[config.mk]
export PLATFORM = sky130hd
export DESIGN_NAME = multiplier_float_div_seq
export DESIGN_NICKNAME = d
export VERILOG_FILES = /design/src/rtl/multiplier_float_div_seq.sv
export SDC_FILE = /design/constraint.sdc
export NUM_CORES = 1
export LEC_CHECK = 0
export ABC_AREA = 1
export CORE_UTILIZATION = 52
export CTS_CLUSTER_SIZE = 14
export DETAILED_ROUTE_END_ITERATION = 16
export GPL_TIMING_DRIVEN = 1
export PLACE_DENSITY_LB_ADDON = 0.3
export SLEW_MARGIN = 20
export SYNTH_ARGS = -nofsm -noshare
export SYNTH_HDL_FRONTEND = slang
export SYNTH_SLANG_ARGS = --single-unit
[constraint.sdc]
create_clock -name CLK -period 3.6 [get_ports CLK]
set_input_delay 0.72 -clock CLK [delete_from_list [all_inputs] [get_ports CLK]]
set_output_delay 0.72 -clock CLK [all_outputs]
set_load 0.05 [all_outputs]
[src/rtl/multiplier_float_div_seq.sv]
// Sequential floating-point divider: result = OP1 / OP2.
// Restoring radix-2 mantissa division producing one quotient bit per clock,
// followed by a single normalise/round/range-check cycle. The exponent bias,
// rounding rule and exception behaviour match the combinational float
// multiplier, so the two units can be chained in the same IIR datapath.
module multiplier_float_div_seq #(
  parameter int WIDTH     = 32,
  parameter int WIDTH_exp = 8,
  parameter int WIDTH_mat = 23
) (
  input  logic             CLK,
  input  logic             RST,
  input  logic             start,
  input  logic [WIDTH-1:0] OP1,
  input  logic [WIDTH-1:0] OP2,
  input  logic             exce_in,
  output logic             busy,
  output logic             done,
  output logic             exce_out,
  output logic [WIDTH-1:0] result
);

  localparam int N    = WIDTH_mat + 3;     // quotient bits / DIV cycles
  localparam int MW   = WIDTH_mat + 1;     // mantissa width incl. hidden one
  localparam int EW   = WIDTH_exp + 2;     // signed exponent working width
  localparam int CW   = $clog2(N + 1);
  localparam int BIAS = 2 ** (WIDTH_exp - 1) - 1;

  localparam logic signed [EW-1:0] EXP_MIN = EW'(1);
  localparam logic signed [EW-1:0] EXP_MAX = EW'(2 ** WIDTH_exp - 2);
  localparam logic        [CW-1:0] CNT_LAST = CW'(N - 1);

  typedef enum logic [1:0] {
    IDLE,
    DIV,
    RND
  } state_t;

  state_t                 state;
  logic                   sign_q;
  logic [MW-1:0]          mb;
  logic [MW:0]            rem;        // partial remainder, always < 2*mb
  logic [N-1:0]           quo;
  logic [CW-1:0]          cnt;
  logic signed [EW-1:0]   exp_diff;
  logic                   dz;
  logic                   zr;
  logic                   exc_q;

  // Exponent difference of the incoming operands, biased and sign-extended.
  logic signed [EW-1:0]   exp_in;
  assign exp_in = $signed({2'b00, OP1[WIDTH-2 -: WIDTH_exp]})
                - $signed({2'b00, OP2[WIDTH-2 -: WIDTH_exp]})
                + $signed(EW'(BIAS));

  // Trial subtraction; the extra top bit is the borrow (negative result).
  logic [MW+1:0] trial;
  assign trial = {1'b0, rem} - {2'b00, mb};

  logic [WIDTH_mat-1:0]   mant;
  logic                   rnd;
  logic                   sticky;
  logic signed [EW-1:0]   exp_n;
  logic [WIDTH_mat:0]     mant_inc;
  logic [WIDTH_mat-1:0]   mant_f;
  logic signed [EW-1:0]   exp_f;
  logic                   range_bad;
  logic                   exc_final;

  // Normalise the quotient, round (increment only on round & sticky) and range-check.
  always_comb begin
    // NOTE: every signal written here gets a default first so no path leaves it unassigned (no latch).
    mant   = '0;
    rnd    = 1'b0;
    sticky = 1'b0;
    exp_n  = exp_diff;
    if (quo[N-1]) begin
      mant   = quo[N-2:2];
      rnd    = quo[1];
      sticky = quo[0] | (|rem);
      exp_n  = exp_diff;
    end else begin
      mant   = quo[N-3:1];
      rnd    = quo[0];
      sticky = |rem;
      exp_n  = exp_diff - EW'(1);
    end
    mant_inc  = {1'b0, mant} + (WIDTH_mat + 1)'(rnd & sticky);
    exp_f     = exp_n + EW'(mant_inc[WIDTH_mat]);
    mant_f    = mant_inc[WIDTH_mat] ? '0 : mant_inc[WIDTH_mat-1:0];
    range_bad = (exp_f < EXP_MIN) || (exp_f > EXP_MAX);
    // A zero dividend yields signed zero; its meaningless exponent is not range-checked.
    exc_final = exc_q | dz | (~zr & range_bad);
  end

  // Control FSM and datapath registers: capture, iterate, round, report.
  always_ff @(posedge CLK or negedge RST) begin
    if (!RST) begin
      // NOTE: sequential state uses non-blocking assignments so every register samples pre-edge values.
      state    <= IDLE;
      busy     <= 1'b0;
      done     <= 1'b0;
      exce_out <= 1'b0;
      result   <= '0;
      sign_q   <= 1'b0;
      mb       <= '0;
      rem      <= '0;
      quo      <= '0;
      cnt      <= '0;
      exp_diff <= '0;
      dz       <= 1'b0;
      zr       <= 1'b0;
      exc_q    <= 1'b0;
    end else begin
      done <= 1'b0;
      unique case (state)
        IDLE: begin
          if (start) begin
            sign_q   <= OP1[WIDTH-1] ^ OP2[WIDTH-1];
            mb       <= {1'b1, OP2[WIDTH_mat-1:0]};
            rem      <= {2'b01, OP1[WIDTH_mat-1:0]};
            exp_diff <= exp_in;
            dz       <= (OP2[WIDTH-2:0] == '0);
            zr       <= (OP1[WIDTH-2:0] == '0);
            exc_q    <= exce_in;
            quo      <= '0;
            cnt      <= '0;
            busy     <= 1'b1;
            state    <= DIV;
          end
        end
        DIV: begin
          if (!trial[MW+1]) begin
            rem <= {trial[MW-1:0], 1'b0};
          end else begin
            rem <= {rem[MW-1:0], 1'b0};
          end
          quo <= {quo[N-2:0], ~trial[MW+1]};
          cnt <= cnt + CW'(1);
          if (cnt == CNT_LAST) begin
            state <= RND;
          end
        end
        RND: begin
          busy  <= 1'b0;
          done  <= 1'b1;
          state <= IDLE;
          if (exc_final) begin
            exce_out <= 1'b1;
            result   <= '0;
          end else if (zr) begin
            exce_out <= 1'b0;
            result   <= {sign_q, {(WIDTH-1){1'b0}}};
          end else begin
            exce_out <= 1'b0;
            result   <= {sign_q, exp_f[WIDTH_exp-1:0], mant_f};
          end
        end
        default: state <= IDLE;
      endcase
    end
  end

endmodule

==> results of run 1 <==
==> synth_stat cells, types with 6 or more instances <==
library cell and n:
nand4_1 23, inv_1 182, nand3b_1 10, o21ai_0 87
nor4_1 20, o21ai_1 10, nand2_2 9, nor3_1 18
o211ai_1 13, nor2_2 7, xor2_1 24, dfrtp_1 131
xnor2_1 10, a21oi_1 44, nand3_2 11, nand3_1 85
o21ai_2 8, ha_1 40, buf_6 10, o22ai_1 27
nand2_1 311, or2_2 6, clkbuf_1 26, nor2_1 105
buf_2 6
==> power groups by stage <==
stage / Clock (W) / Combinational (W) / Sequential (W)
2_1_floorplan: 0 / 0.00428 / 0.00233
3_3_place_gp: 0 / 0.00580 / 0.00231
3_5_place_dp: 0 / 0.00593 / 0.00233
4_1_cts: 0.00182 / 0.00619 / 0.00233
5_1_grt: 0.00190 / 0.00715 / 0.00240
6_report: 0.00181 / 0.00640 / 0.00234
==> routing by layer <==
| metal | vias to the layer above | share of wire |
|---|---|---|
| met5 | - | 0 |
| met4 | 0 | 0.034 |
| met3 | 58 | 0.045 |
| met2 | 281 | 0.49 |
| met1 | 4253 | 0.43 |
| li1 | 4509 | - |
==> through the flow <==
step	power, W	setup slack, ns	area (sq um)
after floorplan	0.00660	-0.0866	9180
after global placement	0.00811	-0.198	10800
after detailed placement	0.00826	-0.276	10800
after CTS	0.0103	-0.0331	11600
after global routing	0.0114	-0.327	11800
final	0.0106	-0.128	11800
==> flip-flops by register name (all words and copies together), names as in the netlist, 2 cells and up <==
| signal | count |
|---|---|
| cnt | 5 |
| rem | 25 |
| quo | 26 |
| exp_diff | 10 |
| state | 2 |
| result | 32 |
| mb | 24 |
==> critical path, delay by kind of cell (launching register included) <==
family	cells	cell delay, ns
flip-flops	1	0.47
adder cells (fa/ha/maj)	1	0.16
buffers and inverters	2	0.25
AO/OA/AOI/OAI	1	0.18
AND/OR/NAND/NOR	22	2.54
==> timing repair <==
action / CTS / global route
endpoints found under the setup margin: 33 / 33
resized for setup: 17 / 36
pin swaps: 20 / 20
buffers inserted: 6 / 3
cloned: 3 / 2
==> cell type report <==
type / instances / area, sq um
repair buffers: 184 / 1670
clock inverters: 13 / 185
fillers: 1436 / 5400
clock buffers: 17 / 425
flip-flops and latches: 131 / 3280
well taps: 225 / 282
multi-input cells: 914 / 5230
inverters: 188 / 708
==> cell families (layout without fill, tap and decap cells) <==
| group | count (synthesis) | in the layout | share of synthesized area |
|---|---|---|---|
| DFF | 131 | 131 | 0.360 |
| muxes | 1 | 1 | 0.00110 |
| adders and majority gates | 42 | 42 | 0.0593 |
| buffers and inverters | 232 | 402 | 0.106 |
| and+or+nand+nor | 612 | 616 | 0.300 |
| AOI/OAI and AO/OA | 221 | 221 | 0.141 |
| xor gates and xnor gates | 34 | 34 | 0.0327 |
==> worst max path at each step <==
stage / from / to / slack, ns / depth (start not counted)
final: quo[25] / result[13] / -0.13 / 26
after global routing: quo[25] / exce_out / -0.33 / 27
after CTS: rem[4] / exce_out / -0.03 / 28
after detailed placement: rem[4] / result[10] / -0.28 / 29
after global placement: rem[7] / exce_out / -0.20 / 29
after floorplan: quo[25] / result[2] / -0.09 / 33
==> summary.txt, run 1 <==
Run status
  – Status: finished with violations
  – Failing checks: negative setup slack

Timing
  – Setup TNS: -3.18 ns
  – RSZ-0062 raised after global routing: yes
  – Final setup viols: 33
  – Clock skew: 0.00771 ns
  – Hold WS: 0.339 ns
  – Max-slew violations: 0
  – Worst setup margin: -0.128 ns
  – Worst-margin pin slew: 0.791 ns
  – Fin crit period: 3.73 ns
  – Final Cycle Share: 1.04
  – Relative slew slack: 0.472
  – Fin. Hold Viols: 0
  – F_max: 268 MHz

Yosys
  – Top FF cell, synth: dfrtp_1
  – Synthesized area: 9110 sq um
  – Async SR Flop Fraction: 1.00
  – Mean Syn Cell Area: 7.16 sq um
  – Post-Syn Nets: 1,383
  – Synth Warn #: 0
  – Netlist cell types: 48
  – Sequential fraction of the synthesis area: 0.360
  – Synth top area cells: dfrtp_1, nand2_1, inv_1
  – Cell taking the most area after synthesis: dfrtp_1
  – Share of the synthesized area in the top cell type: 0.360
  – Cells after synthesis: 1,273
  – Flops & latches, synth: 131
  – Number of enable flip-flop cells after synthesis: 0

Final layout
  – Fin util: 0.686
  – Fin cells: 1,672
  – Share of cells above drive strength 1: 0.148
  – Layout net count: 1,546
  – Commonest non-fill, non-tap cell in the layout: nand2_1
  – N_diodes: 0
  – Synth-to-Final Area Change: 29.2%
  – Most frequent cells in the layout: nand2_1, inv_1, dfrtp_1

Power and ir drop
  – Clock Power Share: 0.172
  – Peak VDD IR: 0.786 mV
  – Pwr Density: 896 nW/um^2
  – Net Sw Frac: 0.471
  – Sequential share of power: 0.222
  – Switching power: 0.00497 W
  – Logic pwr share: 0.607
  – Leak pwr: 5.51 nW
  – Pint: 0.00558 W

Global routing
  – Grt met3 use: 0.0457
  – Via count of the first global-routing pass: 8,867
  – Remaining Overflow, GRT: 0
  – GR Layer Usage met2: 0.482
  – Antenna violations before repair: 0
  – First-pass GRT wire length: 41.3 mm
  – Largest net degree at the start of global routing: 57
  – GRT busiest layer: met2
  – GR Util met1: 0.360
  – GRT Total Usage: 0.284

Clock tree
  – Root Buffer: clkbuf_16
  – CTS buffer count: 17
  – CTS tree: yes
  – Hold_buf cts: 0
  – Clock Path Buffers: 2
  – Clock Latency Late Sink: 0.42 ns
  – H-tree depth: 4
  – CTS sink count: 131
  – Clock Pin Slew Worst Setup and Hold Paths: 0.06 ns

Place
  – GP Congestion: 0.958
  – Input/output buffers: 102
  – Post-Place Cells: 1,629
  – Hpwl dp: 17.7 mm

Setup path
  – Most frequent CP cell: nor2_4
  – Crit path launch type: flip-flop
  – RR Startpoint: quo[25]
  – CP endpoint kind: flip-flop
  – CP peak stage delay: 0.47 ns
  – Setup Crit Path Kind: flip-flop to flip-flop
  – R2R Path End: result[13]
  – CP arrival: 4.03 ns
  – R2R Setup Slk: -0.13 ns
  – Req. time, crit path: 3.91 ns
  – Crit-path max FO: 9
  – Slowest cell on crit path: dfrtp_2
  – Worst reg2reg path depth: 26

Floorplan
  – Die width: 134 um
  – IO Count: 103
  – Die Span Y: 134 um
  – CORE AREA: 17,200 sq um
  – Initial Util: 0.531
  – Cell row count: 48
  – DIE AREA: 18,100 sq um

Flow run
  – Maxcap violations: 0

Routing
  – DRC errors left: 0
  – First drt pass iteration count: 5
  – Iteration-0 DRC Markers: 649
  – Routed WL: 24.9 mm
  – Routed via count: 9,101
  – WL/cell: 14.9 um
  – DRT antenna net count: 0
  – Via density per instance: 5.44

Worst hold path
  – HP Class: input pin to asynchronous set/reset pin
(Power assumes the default switching activity.)
==> inputs of run 2 (changes only) <==
Settings changed: CORE_UTILIZATION 52 to 56, DONT_BUFFER_PORTS set to 1.
==> run 2 against run 1 <==
The run ends with negative hold slack, negative setup slack left. Routed wire length shrank 0.18%. Final area decreased by 8.4%. Combinational power down 0.8%. Highest routed layer unchanged. Critical endpoint is now exce_out. Register-to-register slack got worse by 0.26 ns. Largest cell class unchanged.
==> summary.txt, run 2 (synthesized netlist as in run 1, its figures left out) <==
Setup path
  – Worst reg2reg path depth: 26 (unchanged)
  – CP endpoint kind: flip-flop (unchanged)
  – Slowest cell on crit path: dfrtp_1 (was dfrtp_2)
  – Req. time, crit path: 3.92 ns (was 3.91 ns)
  – R2R Path End: exce_out (was result[13])
  – Crit path launch type: flip-flop (unchanged)
  – CP peak stage delay: 0.40 ns (was 0.47 ns)
  – Setup Crit Path Kind: flip-flop to flip-flop (unchanged)
  – CP arrival: 4.31 ns (was 4.03 ns)
  – RR Startpoint: rem[6] (was quo[25])
  – Most frequent CP cell: nand3_2 (was nor2_4)
  – R2R Setup Slk: -0.39 ns (was -0.13 ns)
  – Crit-path max FO: 8 (was 9)

Timing
  – Fin crit period: 3.99 ns (was 3.73 ns)
  – Fin. Hold Viols: 45 (was 0)
  – Hold WS: -0.0235 ns (was 0.339 ns)
  – Final Cycle Share: 1.11 (was 1.04)
  – Worst setup margin: -0.388 ns (was -0.128 ns)
  – Clock skew: 0.0114 ns (was 0.00771 ns)
  – RSZ-0062 raised after global routing: yes (unchanged)
  – F_max: 251 MHz (was 268 MHz)
  – Max-slew violations: 0 (unchanged)
  – Final setup viols: 33 (unchanged)
  – Worst-margin pin slew: 0.859 ns (was 0.791 ns)
  – Relative slew slack: 0.427 (was 0.472)

Global routing
  – Via count of the first global-routing pass: 8,389 (was 8,867)
  – Largest net degree at the start of global routing: 132 (was 57)
  – Remaining Overflow, GRT: 0 (unchanged)
  – Grt met3 use: 0.0809 (was 0.0457)
  – GR Layer Usage met2: 0.509 (was 0.482)
  – GRT Total Usage: 0.301 (was 0.284)
  – GRT busiest layer: met2 (unchanged)
  – Antenna violations before repair: 0 (unchanged)
  – GR Util met1: 0.355 (was 0.360)
  – First-pass GRT wire length: 39.5 mm (was 41.3 mm)

Place
  – Post-DP Area: 9720 sq um (was 10,800 sq um)
  – Input/output buffers: 0 (was 102)
  – GP Congestion: 0.954 (was 0.958)
  – Pre-CTS setup slack: -0.257 ns (was -0.276 ns)
  – Hpwl dp: 16.7 mm (was 17.7 mm)
  – Post-Place Cells: 1,513 (was 1,629)

Routing
  – DRT antenna net count: 0 (unchanged)
  – WL/cell: 15.8 um (was 14.9 um)
  – Iteration-0 DRC Markers: 713 (was 649)
  – Routed WL: 24.9 mm (about the same)
  – Via density per instance: 5.59 (was 5.44)
  – First drt pass iteration count: 5 (unchanged)
  – Routed via count: 8,778 (was 9,101)
  – DRC errors left: 0 (unchanged)

Final layout
  – Most frequent cells in the layout: nand2_1, inv_1, dfrtp_1 (unchanged)
  – Commonest non-fill, non-tap cell in the layout: nand2_1 (unchanged)
  – Synth-to-Final Area Change: 18.3% (was 29.2%)
  – Biggest register: result (unchanged)
  – N_diodes: 0 (unchanged)
  – Largest registers: result x32, quo x26, rem x25 (unchanged)
  – Layout net count: 1,451 (was 1,546)
  – Final instance area: 10,800 sq um (was 11,800 sq um)
  – Share of cells above drive strength 1: 0.169 (was 0.148)
  – Fin util: 0.679 (was 0.686)
  – Fin cells: 1,570 (was 1,672)
  – Max reg flops: 32 (unchanged)
  – Number of fill cells: 1,320 (was 1,436)

Floorplan
  – Cell row count: 46 (was 48)
  – IO Count: 103 (unchanged)
  – DIE AREA: 16,800 sq um (was 18,100 sq um)
  – CORE AREA: 15,900 sq um (was 17,200 sq um)
  – Initial Util: 0.574 (was 0.531)
  – Die Span Y: 130 um (was 134 um)
  – Die width: 130 um (was 134 um)

Power and ir drop
  – Leak pwr: 5.16 nW (was 5.51 nW)
  – Logic pwr share: 0.607 (about the same)
  – Peak VDD IR: 0.783 mV (was 0.786 mV)
  – Pint: 0.00543 W (was 0.00558 W)
  – Switching power: 0.00504 W (was 0.00497 W)
  – Net Sw Frac: 0.481 (was 0.471)
  – Clock Power Share: 0.163 (was 0.172)
  – Pwr Density: 971 nW/um^2 (was 896 nW/um^2)
  – Sequential share of power: 0.230 (was 0.222)

Worst hold path
  – HP Class: input pin to asynchronous set/reset pin (unchanged)

Clock tree
  – Root Buffer: clkbuf_16 (unchanged)
  – CTS buffer count: 17 (unchanged)
  – H-tree depth: 4 (unchanged)
  – CTS sink count: 131 (unchanged)
  – Clock Latency Late Sink: 0.44 ns (was 0.42 ns)
  – CTS tree: yes (unchanged)
  – Clock Pin Slew Worst Setup and Hold Paths: 0.06 ns (about the same)
  – Clock Path Buffers: 2 (unchanged)

Flow run
  – Maxcap violations: 0 (unchanged)

Run status
  – Status: finished with violations (unchanged)
  – Failing checks: negative hold slack, negative setup slack (was negative setup slack)
run 2: routing by layer:
metal  routed length (um)  vias up
met5                    0        -
met4                 1030        0
met3                 1690       80
met2                12000      285
met1                10100     4092
li1                     -     4321
run 2: layout make-up:
cell class | instances | area [sq um] | share of cell area
clock inverters | 15 | 151 | 0.0140
repair buffers | 89 | 697 | 0.0646
clock buffers | 17 | 425 | 0.0394
inverters | 188 | 708 | 0.0657
well taps | 216 | 270 | 0.0251
multi-input cells | 914 | 5250 | 0.487
flip-flops and latches | 131 | 3280 | 0.304
run 2: through the flow:
stage                     power (W)  TNS, ns
after floorplan             0.00660    -2.56
after global routing         0.0114   -15.70
after CTS                    0.0101   -0.277
after detailed placement    0.00810    -7.28
final                        0.0105    -8.88
after global placement      0.00797    -5.93
run 2: what timing repair did:
item | in CTS | in global routing
hold endpoints to repair | 131 | 131
buffers inserted | 13 | 8
endpoints found under the setup margin | 33 | 33
cloned | 3 | 1
resized for setup | 17 | 40
pin swaps | 15 | 25
run 2: critical path, delay by kind of cell (launching register included):
family | cells | cell delay, ns
flip-flops | 1 | 0.40
buffers and inverters | 1 | 0.16
adder cells (fa/ha/maj) | 3 | 0.62
AO/OA/AOI/OAI | 2 | 0.50
AND/OR/NAND/NOR | 20 | 2.16
run 2: power groups by stage:
| stage | Combinational [W] | Clock (W) | Sequential (W) |
|---|---|---|---|
| 2_1_floorplan | 0.00428 | 0 | 0.00233 |
| 3_3_place_gp | 0.00561 | 0 | 0.00236 |
| 3_5_place_dp | 0.00572 | 0 | 0.00238 |
| 4_1_cts | 0.00601 | 0.00171 | 0.00238 |
| 5_1_grt | 0.00715 | 0.00178 | 0.00247 |
| 6_report | 0.00635 | 0.00171 | 0.00241 |
run 2: worst max-delay path by stage:
| stage | slack [ns] | end | from |
|---|---|---|---|
| after floorplan | -0.09 | result[2] | quo[25] |
| after global placement | -0.21 | result[10] | rem[7] |
| after detailed placement | -0.26 | result[31] | rem[7] |
| after CTS | -0.03 | result[10] | rem[4] |
| after global routing | -0.59 | exce_out | quo[25] |
| final | -0.39 | exce_out | rem[6] |
